## config.mk

```make
export PLATFORM = sky130hd
export DESIGN_NAME = sar_cmp_responder_flat
export DESIGN_NICKNAME = d
export VERILOG_FILES = /design/src/rtl/sar_pkg.sv /design/src/rtl/sar_cmp_responder_if.sv /design/src/rtl/sar_stim_gen.sv /design/src/rtl/sar_cmp_responder.sv /design/src/flat_wrapper.sv
export SDC_FILE = /design/constraint.sdc
export NUM_CORES = 1
export LEC_CHECK = 0
export ABC_AREA = 1
export CORE_MARGIN = 2
export CORE_UTILIZATION = 40
export CTS_CLUSTER_SIZE = 20
export DETAILED_ROUTE_END_ITERATION = 6
export SETUP_SLACK_MARGIN = 0.2
export SLEW_MARGIN = 20
export SYNTH_ARGS = -nofsm -noshare
export SYNTH_HDL_FRONTEND = slang
export SYNTH_SLANG_ARGS = --single-unit
```

## constraint.sdc

```tcl
create_clock -name clk -period 5.55 [get_ports clk]
set_input_delay 1.665 -clock clk [delete_from_list [all_inputs] [get_ports clk]]
set_output_delay 1.665 -clock clk [all_outputs]
set_load 0.02 [all_outputs]
```

## src/rtl/sar_pkg.sv

```systemverilog
// Shared definitions for the SAR BIST responder: widths, stimulus modes,
// LFSR constants and the responder state encoding.
package sar_pkg;

    localparam int SAR_NBITS = 12;

    typedef enum logic [1:0] {
        MODE_RAMP_UP = 2'b00,
        MODE_LFSR    = 2'b01,
        MODE_FIXED   = 2'b10,
        MODE_RAMP_DN = 2'b11
    } sar_mode_e;

    localparam logic [SAR_NBITS-1:0] LFSR_TAPS = 12'h853;
    localparam logic [SAR_NBITS-1:0] LFSR_SEED = 12'h001;

    typedef enum logic [1:0] {
        IDLE   = 2'b00,
        SAMPLE = 2'b01,
        TRACK  = 2'b10,
        CHECK  = 2'b11
    } sar_state_e;

    // One right-shifting Galois step; the all-zero state is never reached.
    function automatic logic [SAR_NBITS-1:0] lfsr_next(input logic [SAR_NBITS-1:0] s);
        logic [SAR_NBITS-1:0] t;
        t = {1'b0, s[SAR_NBITS-1:1]};
        if (s[0]) begin
            t = t ^ LFSR_TAPS;
        end else begin
            t = t;
        end
        return t;
    endfunction

endpackage

```

## src/rtl/sar_cmp_responder_if.sv

```systemverilog
// Comparator link between sarlogic (master) and the responder (slave).
interface sar_link_if import sar_pkg::*; #(
    parameter int NBITS = SAR_NBITS
) ();
    logic [NBITS-1:0] trial_code;
    logic             conv_done;
    logic             cmp_out;

    modport master (output trial_code, output conv_done, input cmp_out);
    modport slave  (input trial_code, input conv_done, output cmp_out);
endinterface

```

## src/rtl/sar_stim_gen.sv

```systemverilog
// Stimulus source for the responder: ramp up/down, Galois LFSR or fixed code,
// seeded by load and stepped by advance.
module sar_stim_gen import sar_pkg::*; #(
    parameter int NBITS = SAR_NBITS
) (
    input  logic             clk,
    input  logic             rst_n,
    input  logic             load,
    input  logic             advance,
    input  logic [1:0]       mode,
    input  logic [NBITS-1:0] cfg_code,
    output logic [NBITS-1:0] stim
);

    localparam logic [NBITS-1:0] STEP = {{(NBITS-1){1'b0}}, 1'b1};

    logic [NBITS-1:0] stim_r;
    logic [NBITS-1:0] lfsr_r;

    // Current code selection; fixed mode follows cfg_code live so a change lands at the next sample
    always_comb begin
        stim = stim_r;
        case (mode)
            MODE_FIXED: stim = cfg_code;
            MODE_LFSR:  stim = lfsr_r;
            default:    stim = stim_r;
        endcase
    end

    // Seed on load, step on advance
    always_ff @(posedge clk or negedge rst_n) begin
        if (!rst_n) begin
            stim_r <= '0;
            lfsr_r <= LFSR_SEED;
        end else if (load) begin
            stim_r <= cfg_code;
            lfsr_r <= (cfg_code == '0) ? LFSR_SEED : cfg_code;
        end else if (advance) begin
            case (mode)
                MODE_RAMP_UP: stim_r <= stim_r + STEP;
                MODE_RAMP_DN: stim_r <= stim_r - STEP;
                MODE_FIXED:   stim_r <= cfg_code;
                MODE_LFSR:    lfsr_r <= lfsr_next(lfsr_r);
                default:      stim_r <= stim_r;
            endcase
        end
    end

endmodule

```

## src/rtl/sar_cmp_responder.sv

```systemverilog
// BIST comparator/DAC responder for the SAR loop: holds a synthetic input code,
// answers trial codes, and scores every finished conversion.
module sar_cmp_responder import sar_pkg::*; #(
    parameter int NBITS   = SAR_NBITS,
    parameter int CMP_LAT = 0,
    parameter int CNT_W   = 16
) (
    input  logic             clk,
    input  logic             rst_n,
    input  logic             enable,
    input  logic [1:0]       mode,
    input  logic [NBITS-1:0] cfg_code,
    sar_link_if.slave        link,
    output logic [NBITS-1:0] vin_code,
    output logic             mismatch,
    output logic [CNT_W-1:0] pass_cnt,
    output logic [CNT_W-1:0] err_cnt
);

    localparam logic [CNT_W-1:0] CNT_ONE = {{(CNT_W-1){1'b0}}, 1'b1};
    localparam logic [CNT_W-1:0] CNT_MAX = '1;

    sar_state_e       state_r, state_s;
    logic             enable_d_r;
    logic             first_r;
    logic             chk_pass_r, chk_fail_r;
    logic [NBITS-1:0] vin_r;
    logic [CNT_W-1:0] pass_r, err_r;
    logic [NBITS-1:0] stim_s;
    logic             enable_rise_s, load_s, advance_s, track_s, check_s;
    logic             conv_hit_s, cmp_raw_s;

    assign enable_rise_s = enable & ~enable_d_r;
    assign conv_hit_s    = track_s & enable & link.conv_done;

    sar_stim_gen #(.NBITS(NBITS)) u_stim (
        .clk      (clk),
        .rst_n    (rst_n),
        .load     (load_s),
        .advance  (advance_s),
        .mode     (mode),
        .cfg_code (cfg_code),
        .stim     (stim_s)
    );

    // State register
    always_ff @(posedge clk or negedge rst_n) begin
        if (!rst_n) begin
            state_r <= IDLE;
        end else begin
            state_r <= state_s;
        end
    end

    // Next-state logic; dropping enable returns to IDLE from anywhere
    always_comb begin
        state_s = state_r;
        if (!enable) begin
            state_s = IDLE;
        end else begin
            case (state_r)
                IDLE:    state_s = enable_rise_s ? SAMPLE : IDLE;
                SAMPLE:  state_s = TRACK;
                TRACK:   state_s = link.conv_done ? CHECK : TRACK;
                CHECK:   state_s = SAMPLE;
                default: state_s = IDLE;
            endcase
        end
    end

    // Per-state strobes
    always_comb begin
        load_s    = 1'b0;
        advance_s = 1'b0;
        track_s   = 1'b0;
        check_s   = 1'b0;
        case (state_r)
            IDLE:    load_s    = enable_rise_s;
            SAMPLE:  advance_s = enable;
            TRACK:   track_s   = 1'b1;
            CHECK:   check_s   = enable;
            default: load_s    = 1'b0;
        endcase
    end

    // Held input code, result capture and the discard-first-conversion flag
    always_ff @(posedge clk or negedge rst_n) begin
        if (!rst_n) begin
            enable_d_r <= 1'b0;
            first_r    <= 1'b0;
            vin_r      <= '0;
            chk_pass_r <= 1'b0;
            chk_fail_r <= 1'b0;
        end else begin
            enable_d_r <= enable;
            if (load_s) begin
                first_r <= 1'b1;
            end else if (conv_hit_s) begin
                first_r <= 1'b0;
            end
            if (advance_s) begin
                vin_r <= stim_s;
            end
            chk_pass_r <= conv_hit_s & ~first_r & (link.trial_code == vin_r);
            chk_fail_r <= conv_hit_s & ~first_r & (link.trial_code != vin_r);
        end
    end

    // Saturating score counters, updated only in an enabled CHECK
    always_ff @(posedge clk or negedge rst_n) begin
        if (!rst_n) begin
            pass_r <= '0;
            err_r  <= '0;
        end else if (check_s) begin
            if (chk_pass_r && (pass_r != CNT_MAX)) begin
                pass_r <= pass_r + CNT_ONE;
            end
            if (chk_fail_r && (err_r != CNT_MAX)) begin
                err_r <= err_r + CNT_ONE;
            end
        end
    end

    assign cmp_raw_s = track_s & (vin_r >= link.trial_code);

    generate
        if (CMP_LAT == 0) begin : g_cmp_comb
            assign link.cmp_out = cmp_raw_s;
        end else begin : g_cmp_pipe
            logic [CMP_LAT-1:0] pipe_r;

            // Comparator delay line, flushed whenever not tracking
            always_ff @(posedge clk or negedge rst_n) begin
                if (!rst_n) begin
                    pipe_r <= '0;
                end else if (!track_s) begin
                    pipe_r <= '0;
                end else begin
                    pipe_r[0] <= cmp_raw_s;
                    for (int i = 1; i < CMP_LAT; i++) begin
                        pipe_r[i] <= pipe_r[i-1];
                    end
                end
            end

            assign link.cmp_out = pipe_r[CMP_LAT-1] & track_s;
        end
    endgenerate

    assign vin_code = vin_r;
    assign mismatch = chk_fail_r;
    assign pass_cnt = pass_r;
    assign err_cnt  = err_r;

endmodule

```

## src/flat_wrapper.sv

```systemverilog
// flat-port wrapper written by rule: the top's interface ports become plain ports
module sar_cmp_responder_flat import sar_pkg::*;
#(
    parameter int NBITS   = SAR_NBITS,
    parameter int CMP_LAT = 0,
    parameter int CNT_W   = 16
)
  (clk, rst_n, enable, mode, cfg_code, vin_code, mismatch, pass_cnt, err_cnt, link_trial_code, link_conv_done, link_cmp_out);
  sar_link_if #(.NBITS(NBITS)) link_i ();
  input  logic clk;
  input  logic rst_n;
  input  logic enable;
  input  logic [1:0] mode;
  input  logic [NBITS-1:0] cfg_code;
  output logic [NBITS-1:0] vin_code;
  output logic mismatch;
  output logic [CNT_W-1:0] pass_cnt;
  output logic [CNT_W-1:0] err_cnt;
  input wire logic [$bits(link_i.trial_code)-1:0] link_trial_code;
  input wire logic [$bits(link_i.conv_done)-1:0] link_conv_done;
  output wire logic [$bits(link_i.cmp_out)-1:0] link_cmp_out;
  assign link_i.trial_code = link_trial_code;
  assign link_i.conv_done = link_conv_done;
  assign link_cmp_out = link_i.cmp_out;
  sar_cmp_responder #(.NBITS(NBITS), .CMP_LAT(CMP_LAT), .CNT_W(CNT_W)) u_core (.clk(clk), .rst_n(rst_n), .enable(enable), .mode(mode), .cfg_code(cfg_code), .link(link_i), .vin_code(vin_code), .mismatch(mismatch), .pass_cnt(pass_cnt), .err_cnt(err_cnt));
endmodule
```

==> results of run 1 <==
[cells by family (layout without fill, tap and decap cells)]
logic type                 Yosys count  count (layout)
and+or+nand+nor                    328             328
buffers and inverters              117             191
AOI/OAI and AO/OA                  108             108
DFF                                 74              74
xor gates and xnor gates            30              30
adders and majority gates           25              25
[power groups by stage]
stage | clock [mW] | combinational [mW] | sequential (mW)
after floorplan | 0 | 0.570 | 0.826
after global placement | 0 | 0.851 | 0.821
after detailed placement | 0 | 0.869 | 0.825
after CTS | 0.544 | 0.873 | 0.816
after global routing | 0.561 | 0.987 | 0.835
final | 0.530 | 0.871 | 0.817
[cell type report]
| type | count | area, um2 |
|---|---|---|
| Clock buffer | 10 | 239 |
| Clock inverter | 4 | 20.0 |
| Fill cell | 1203 | 5990 |
| Inverter | 99 | 374 |
| Multi-Input combinational cell | 491 | 2660 |
| Sequential cell | 74 | 1850 |
| Tap cell | 168 | 210 |
| Timing Repair Buffer | 78 | 767 |
[placed cells by master, fill, tap and decap left out, drive strengths merged]
cell type	synthesis	layout
a41oi	1	1
buf	11	4
o21bai	2	2
xnor2	12	12
o221ai	2	2
dfstp	1	1
a221oi	3	3
a31oi	1	1
nand4	11	11
nand3	39	39
dlygate4sd2	0	1
a211oi	1	1
clkbuf	7	10
clkdlybuf4s50	0	73
nand2	186	186
o211ai	5	5
a21oi	38	38
nor3	8	8
clkinv	0	4
nor2	71	71
a22oi	4	4
o22ai	5	5
inv	99	99
o31ai	1	1
nand3b	2	2
o311ai	2	2
o21ai	43	43
nor4	8	8
dfrtp	73	73
nor3b	3	3
ha	25	25
xor2	18	18
[final timing paths]
kind,start,to,slack (ns),cells after the start
setup / recovery,link_trial_code[5],link_cmp_out,0.32,11
hold / removal,u_core.first_r$_DFFE_PN0P_,u_core.chk_pass_r$_DFF_PN0_,0.43,1
setup reg to reg,u_core.state_r[0]$_DFF_PN0_,u_core.u_stim.stim_r[3]$_DFFE_PN0P_,2.92,11
hold reg to reg,u_core.first_r$_DFFE_PN0P_,u_core.chk_pass_r$_DFF_PN0_,0.43,1
max in group asynchronous,rst_n,u_core.u_stim.lfsr_r[0]$_DFFE_PN1P_,3.11,2
min in group asynchronous,rst_n,u_core.pass_cnt[6]$_DFFE_PN0P_,1.40,1
[what timing repair did]
item                                    in CTS  in global routing
cloned                                       0                  0
setup buffers                                0                  0
resized for setup                            1                  1
endpoints found under the setup margin       1                  1
[worst max-delay path: stages]
cell             delay [ns]
clkdlybuf4s50_1        0.46
inv_1                  0.04
ha_1                   0.29
nand4_1                0.16
nor2_2                 0.17
nand3b_1               0.12
nor3b_1                0.15
o21ai_0                0.07
nand2_1                0.07
inv_1                  0.05
dlygate4sd2_1          0.32
[routing by layer]
metal  vias to the layer above  global-route usage (%)
li1                       2346                       -
met1                      2197                    27.2
met2                       164                    32.6
met3                        36                    3.61
met4                         0                    12.0
met5                         -                       0
[through the flow]
| step | power (mW) | util (%) | area [um2] | hold WS [ns] |
|---|---|---|---|---|
| floorplan | 1.40 | - | 5000 | 0.410 |
| global placement | 1.67 | 48.4 | 5860 | 0.415 |
| detailed placement | 1.69 | 48.4 | 5860 | 0.419 |
| CTS | 2.23 | 50.5 | 6120 | 0.430 |
| global route | 2.38 | 50.5 | 6120 | 0.454 |
| finish | 2.22 | 50.5 | 6120 | 0.427 |
[registers in the layout, indices dropped and copies added (netlist names)]
signal and cells:
u_core.err_cnt 16, u_core.pass_cnt 16, u_core.u_stim.lfsr_r 12, u_core.u_stim.stim_r 12, u_core.vin_code 12, u_core.state_r 2
u_core.chk_pass_r 1, u_core.enable_d_r 1, u_core.first_r 1, u_core.mismatch 1
==> key figures, run 1 <==
Status
  • Outcome: finished, final reports clean

Routing
  • Top Layer Used: met4
  • Met3 wire len: 713 um
  • Vias after detailed routing: approximately 4.7k
  • Avg Vias per Cell: 5.13
  • Wire per inst: 14.6 um
  • ANT nets after route: 0
  • DRC: 0
  • DRT Wirelength: 13,500 um
  • 1st-pass router iterations: 5
  • Initial DRC count: between 400 and 500
  • Met2 WL post-DR: 6100 um
  • M1 wire length: 6130 um

Floorplan
  • Core ar.: about 12,000 um2
  • Die Wd: around 120 um
  • Chip height: 116 um
  • Die Area: 13,400 um2
  • Initial core utilization: 41.3%
  • Io pins: 76
  • # rows: 40

Timing
  • Slew Viols, Final: 0
  • RSZ-0062 raised after global routing: no
  • Setup TNS: 0 ns
  • Final Setup Violations: 0
  • Slew headroom: between 30% and 40%
  • Crit share post-route: between 90% and 100%
  • Final Skew: 0.00501 ns
  • Max Fclk: between 0.15 and 0.2 GHz
  • Post-route minimum period: 5.23 ns
  • Worst Max-Slew Pin Slew: 0.907 ns
  • Final count of hold timing violations: 0
  • PnR worst setup slack: 0.317 ns

GRT
  • Total track usage: 20.8%
  • Global route overflow: 0
  • Vias in the first global route: around 4.5k
  • Initial antenna violation count: 0
  • Largest net degree at the start of global routing: 42
  • First-pass GRT wire length: 21,600 um

Logic synthesis
  • Largest family of logic cells by synthesized area: simple AND/OR/NAND/NOR gates
  • Top post-synthesis cells by area: dfrtp_1 (37%), nand2_1 (13%), inv_1 (7.1%), ha_1 (6.3%), nor2_1 (4.5%)
  • Register bit total from synthesis: 74
  • Post-synth top cells: nand2_1 (176), inv_1 (94), dfrtp_1 (73)
  • Largest area contributor in the netlist: dfrtp_1
  • Post-Synth Adder-Cell Area: 6.26%
  • Mapped Area: 5000 um2
  • EDFF count, synth: 0
  • Seq/Total Area, Yosys: 37.1%
  • Simple logic cell fraction of the synthesized area: 29.1%
  • Post-synthesis mux area share: 0%
  • Yosys cell types: 45
  • Post-synth ARST share: 100%
  • Compound-Gate Fraction of Synth Area: about an eighth
  • Avg Inst Size Synth: 7.33 um2
  • Synth Area in XOR/XNOR: 5.26%
  • Ys Warns: 0
  • Syn Inst Count: between 600 and 700
  • Most used DFF post-synth: dfrtp_1
  • Mapped Nets: 737
  • Count leader, synth: nand2_1
  • Area share of the largest cell type after synthesis: 36.6%

Critical path
  • Crit Path Class: primary input to output pin
  • Critical Path RT: between 3 and 4 ns
  • Worst setup EP type: output pin
  • Critical path startpoint category: primary input
  • CP Max Fanout: 2
  • Worst path arrival time: approximately 3.6 ns

Power
  • Total net switching power: between 800 and 900 uW
  • Peak supply drop: 0.000200 V
  • Leakage power: 3.02 nW
  • Part of the power in registers: a little under two fifths
  • Switching part of the total power: 40.0%
  • Clock network fraction of design power: a little under a quarter
  • Cell-internal power: 1.33 mW
  • PD cells: 362 nW/um2
  • Comb pwr share: 39.3%

Clock network
  • CTS root buffer: clkbuf_16
  • CTS clock-pin slew for the worst setup and hold paths: roughly 0.060 ns
  • Htree depth: 3
  • Clock latency on the worst-skew pair: 0.34 ns
  • # hold bufs at CTS: 0
  • Clock tree buffer depth: 2
  • Total CTS buffers: 9
  • CTS tree: yes
  • Clk sinks: 74

Finish
  • Nets: around 810
  • Area delta synth->final: 22.4%
  • Inserted Diodes: 0
  • Layout cells sized above 1: 6.88%
  • Fin cells: 924

Place
  • Post-Place Cells: 910
  • Dpl ws: 0.0105 ns
  • Number of port buffers: 75
  • RD Place Congestion: 0.902
  • Post-DP HPWL: between 10,000 and 15,000 um

Flow run
  • Max-Cap Viols: 0

Worst hold path
  • Min-Delay Path Class: flop to flop
Power figures use the tool's default switching activity.
==> run 2: changes to the inputs <==
Settings changed: CELL_PAD_IN_SITES_DETAIL_PLACEMENT set to 0, CELL_PAD_IN_SITES_GLOBAL_PLACEMENT set to 1, CORE_UTILIZATION 40 to 43, PLACE_DENSITY_LB_ADDON set to 0.1.
==> key figures, run 2 (synthesized netlist as in run 1, its figures left out) <==
Status
  • Outcome: finished, final reports clean

GRT
  • First-pass GRT wire length: 22,800 um
  • Vias in the first global route: 4,531
  • Largest net degree at the start of global routing: 75
  • Global route overflow: 0
  • Initial antenna violation count: 0
  • Total track usage: 22.7%

Critical path
  • Critical path startpoint category: primary input
  • CP max stage delay: 0.46 ns
  • FF-to-FF End: u_core.u_stim.stim_r[5]$_DFFE_PN0P_
  • R2r worst-path depth: 12
  • Crit Path Class: primary input to output pin
  • CP Max Fanout: 3
  • R2R Setup Slk: 2.86 ns
  • Critical Path RT: approximately 3.9 ns
  • Crit-path cells: clkdlybuf4s50_1 -> inv_1 -> ha_1 -> nand4_1 -> nor2_1 -> nand3b_1 -> nor3b_1 -> o21ai_0 -> nand2_1 -> inv_1 -> clkbuf_2
  • Crit-path slowest cell: clkdlybuf4s50_1
  • Reg2Reg Launch Point: u_core.state_r[0]$_DFF_PN0_
  • Worst path arrival time: 3.41 ns
  • Worst setup EP type: output pin
  • CP most frequent cell: inv_1

Clock network
  • CTS tree: yes
  • CTS root buffer: clkbuf_16
  • CTS clock-pin slew for the worst setup and hold paths: 0.06 ns
  • Total CTS buffers: 9
  • # hold bufs at CTS: 0
  • Htree depth: 3
  • Setup bufs post-CTS: 0
  • Clock latency on the worst-skew pair: 0.34 ns
  • Clk sinks: 74
  • Clock tree buffer depth: 2

Power
  • Final Total Pwr: 2.40 mW
  • Leakage power: 3.05 nW
  • Peak supply drop: 0.000230 V
  • PD cells: 388 nW/um2

Floorplan
  • Die Wd: 112 um
  • # rows: 39
  • Die Area: between 10,000 and 15,000 um2
  • Io pins: 76
  • Chip height: 112 um
  • Core ar.: 11,400 um2
  • Initial core utilization: 44.0%

Routing
  • Avg Vias per Cell: 5.22
  • Initial DRC count: 255
  • Vias after detailed routing: 4,694
  • DRT Wirelength: 13,800 um
  • Wire per inst: approximately 15 um
  • 1st-pass router iterations: 5
  • ANT nets after route: 0
  • DRC: 0

Timing
  • Crit share post-route: 91.5%
  • Final count of hold timing violations: 0
  • Slew headroom: 35.5%
  • Post-route minimum period: 5.08 ns
  • Max Fclk: approximately 0.20 GHz
  • Final Skew: 0.00644 ns
  • PnR worst setup slack: 0.474 ns
  • RSZ-0062 raised after global routing: no
  • Worst Max-Slew Pin Slew: approximately 0.97 ns
  • Setup TNS: 0 ns
  • Slew Viols, Final: 0
  • Final Setup Violations: 0

Finish
  • Inserted Diodes: 0
  • Nets: 807
  • Most frequent cells in the layout: nand2_1 (176), inv_1 (94), clkdlybuf4s50_1 (73), dfrtp_1 (73), nor2_1 (60)
  • Area delta synth->final: 23.5%
  • Most common cell after layout, fill and taps aside: nand2_1
  • Layout cells sized above 1: 6.87%

Worst hold path
  • WHS Endpoint: u_core.chk_pass_r$_DFF_PN0_
  • Hold Crit Depth: 1
  • HP Start: u_core.first_r$_DFFE_PN0P_
  • Min-Delay Path Class: flop to flop

Place
  • Post-DP HPWL: 10,500 um
  • RD Place Congestion: between 0.9 and 1
  • Number of port buffers: 75
  • Dpl ws: 0.0330 ns

Flow run
  • Max-Cap Viols: 0
## run 2: cell types whose count changed in the layout (fill, tap and decap cells not counted)
cell,delta
nor2_2,-1
clkbuf_1,+1
nor2_1,+1
clkbuf_2,+1
clkinv_2,-4
clkinvlp_4,+1
bufinv_16,+3
clkbuf_8,+1
dlygate4sd2_1,-1
buf_2,-1
## run 2: routing by layer
metal | global-route usage [%] | part of all wire (%) | wire (um) | vias up
met5 | 0 | 0 | 0 | -
met4 | 9.05 | 2.6 | 363 | 0
met3 | 3.86 | 4.3 | 597 | 22
met2 | 37.1 | 47 | 6510 | 113
met1 | 30.0 | 46 | 6310 | 2209
li1 | - | - | - | 2350
## run 2: worst max-delay path by stage
stage                             start      endpoint  slack (ns)  cells after the start
floorplan           link_trial_code[11]  link_cmp_out        1.19                     10
global route         link_trial_code[7]  link_cmp_out        0.26                     11
finish               link_trial_code[6]  link_cmp_out        0.47                     11
global placement     link_trial_code[7]  link_cmp_out        0.04                     11
detailed placement   link_trial_code[7]  link_cmp_out        0.03                     11
CTS                  link_trial_code[5]  link_cmp_out        0.30                     11
## run 2: cell type report
type / instances / area (um2)
Clock buffer: 12 / 256
Clock inverter: 4 / 97.6
Fill cell: 1119 / 5200
Inverter: 99 / 374
Multi-Input combinational cell: 491 / 2650
Sequential cell: 74 / 1850
Tap cell: 143 / 179
Timing Repair Buffer: 77 / 758
## run 2: where the power goes
part	switching, mW	leakage, nW	internal (mW)	total (mW)
logic	0.529	1.95	0.345	0.875
registers	0.143	0.924	0.679	0.822
clock network	0.234	0.169	0.464	0.698
## run 2: repair_timing
action | in CTS | in global routing
setup endpoints to repair | 1 | 1
gates resized for setup | 1 | 2
pin swaps | 0 | 0
## run 2: through the flow
stage | instances | instance area, um2 | utilization (%) | hold WS [ns]
after floorplan | 682 | 5000 | - | 0.410
after global placement | 884 | 5820 | 51.2 | 0.418
after detailed placement | 884 | 5820 | 51.2 | 0.429
after CTS | 900 | 6170 | 54.3 | 0.436
after global routing | 900 | 6170 | 54.3 | 0.450
final | 900 | 6170 | 54.3 | 0.435
## run 2: critical path, delay by kind of cell
kind,cells,cell delay (ns)
fa+ha+maj,1,0.29
compound gates,1,0.07
buf+inv,4,0.72
simple gates,5,0.67
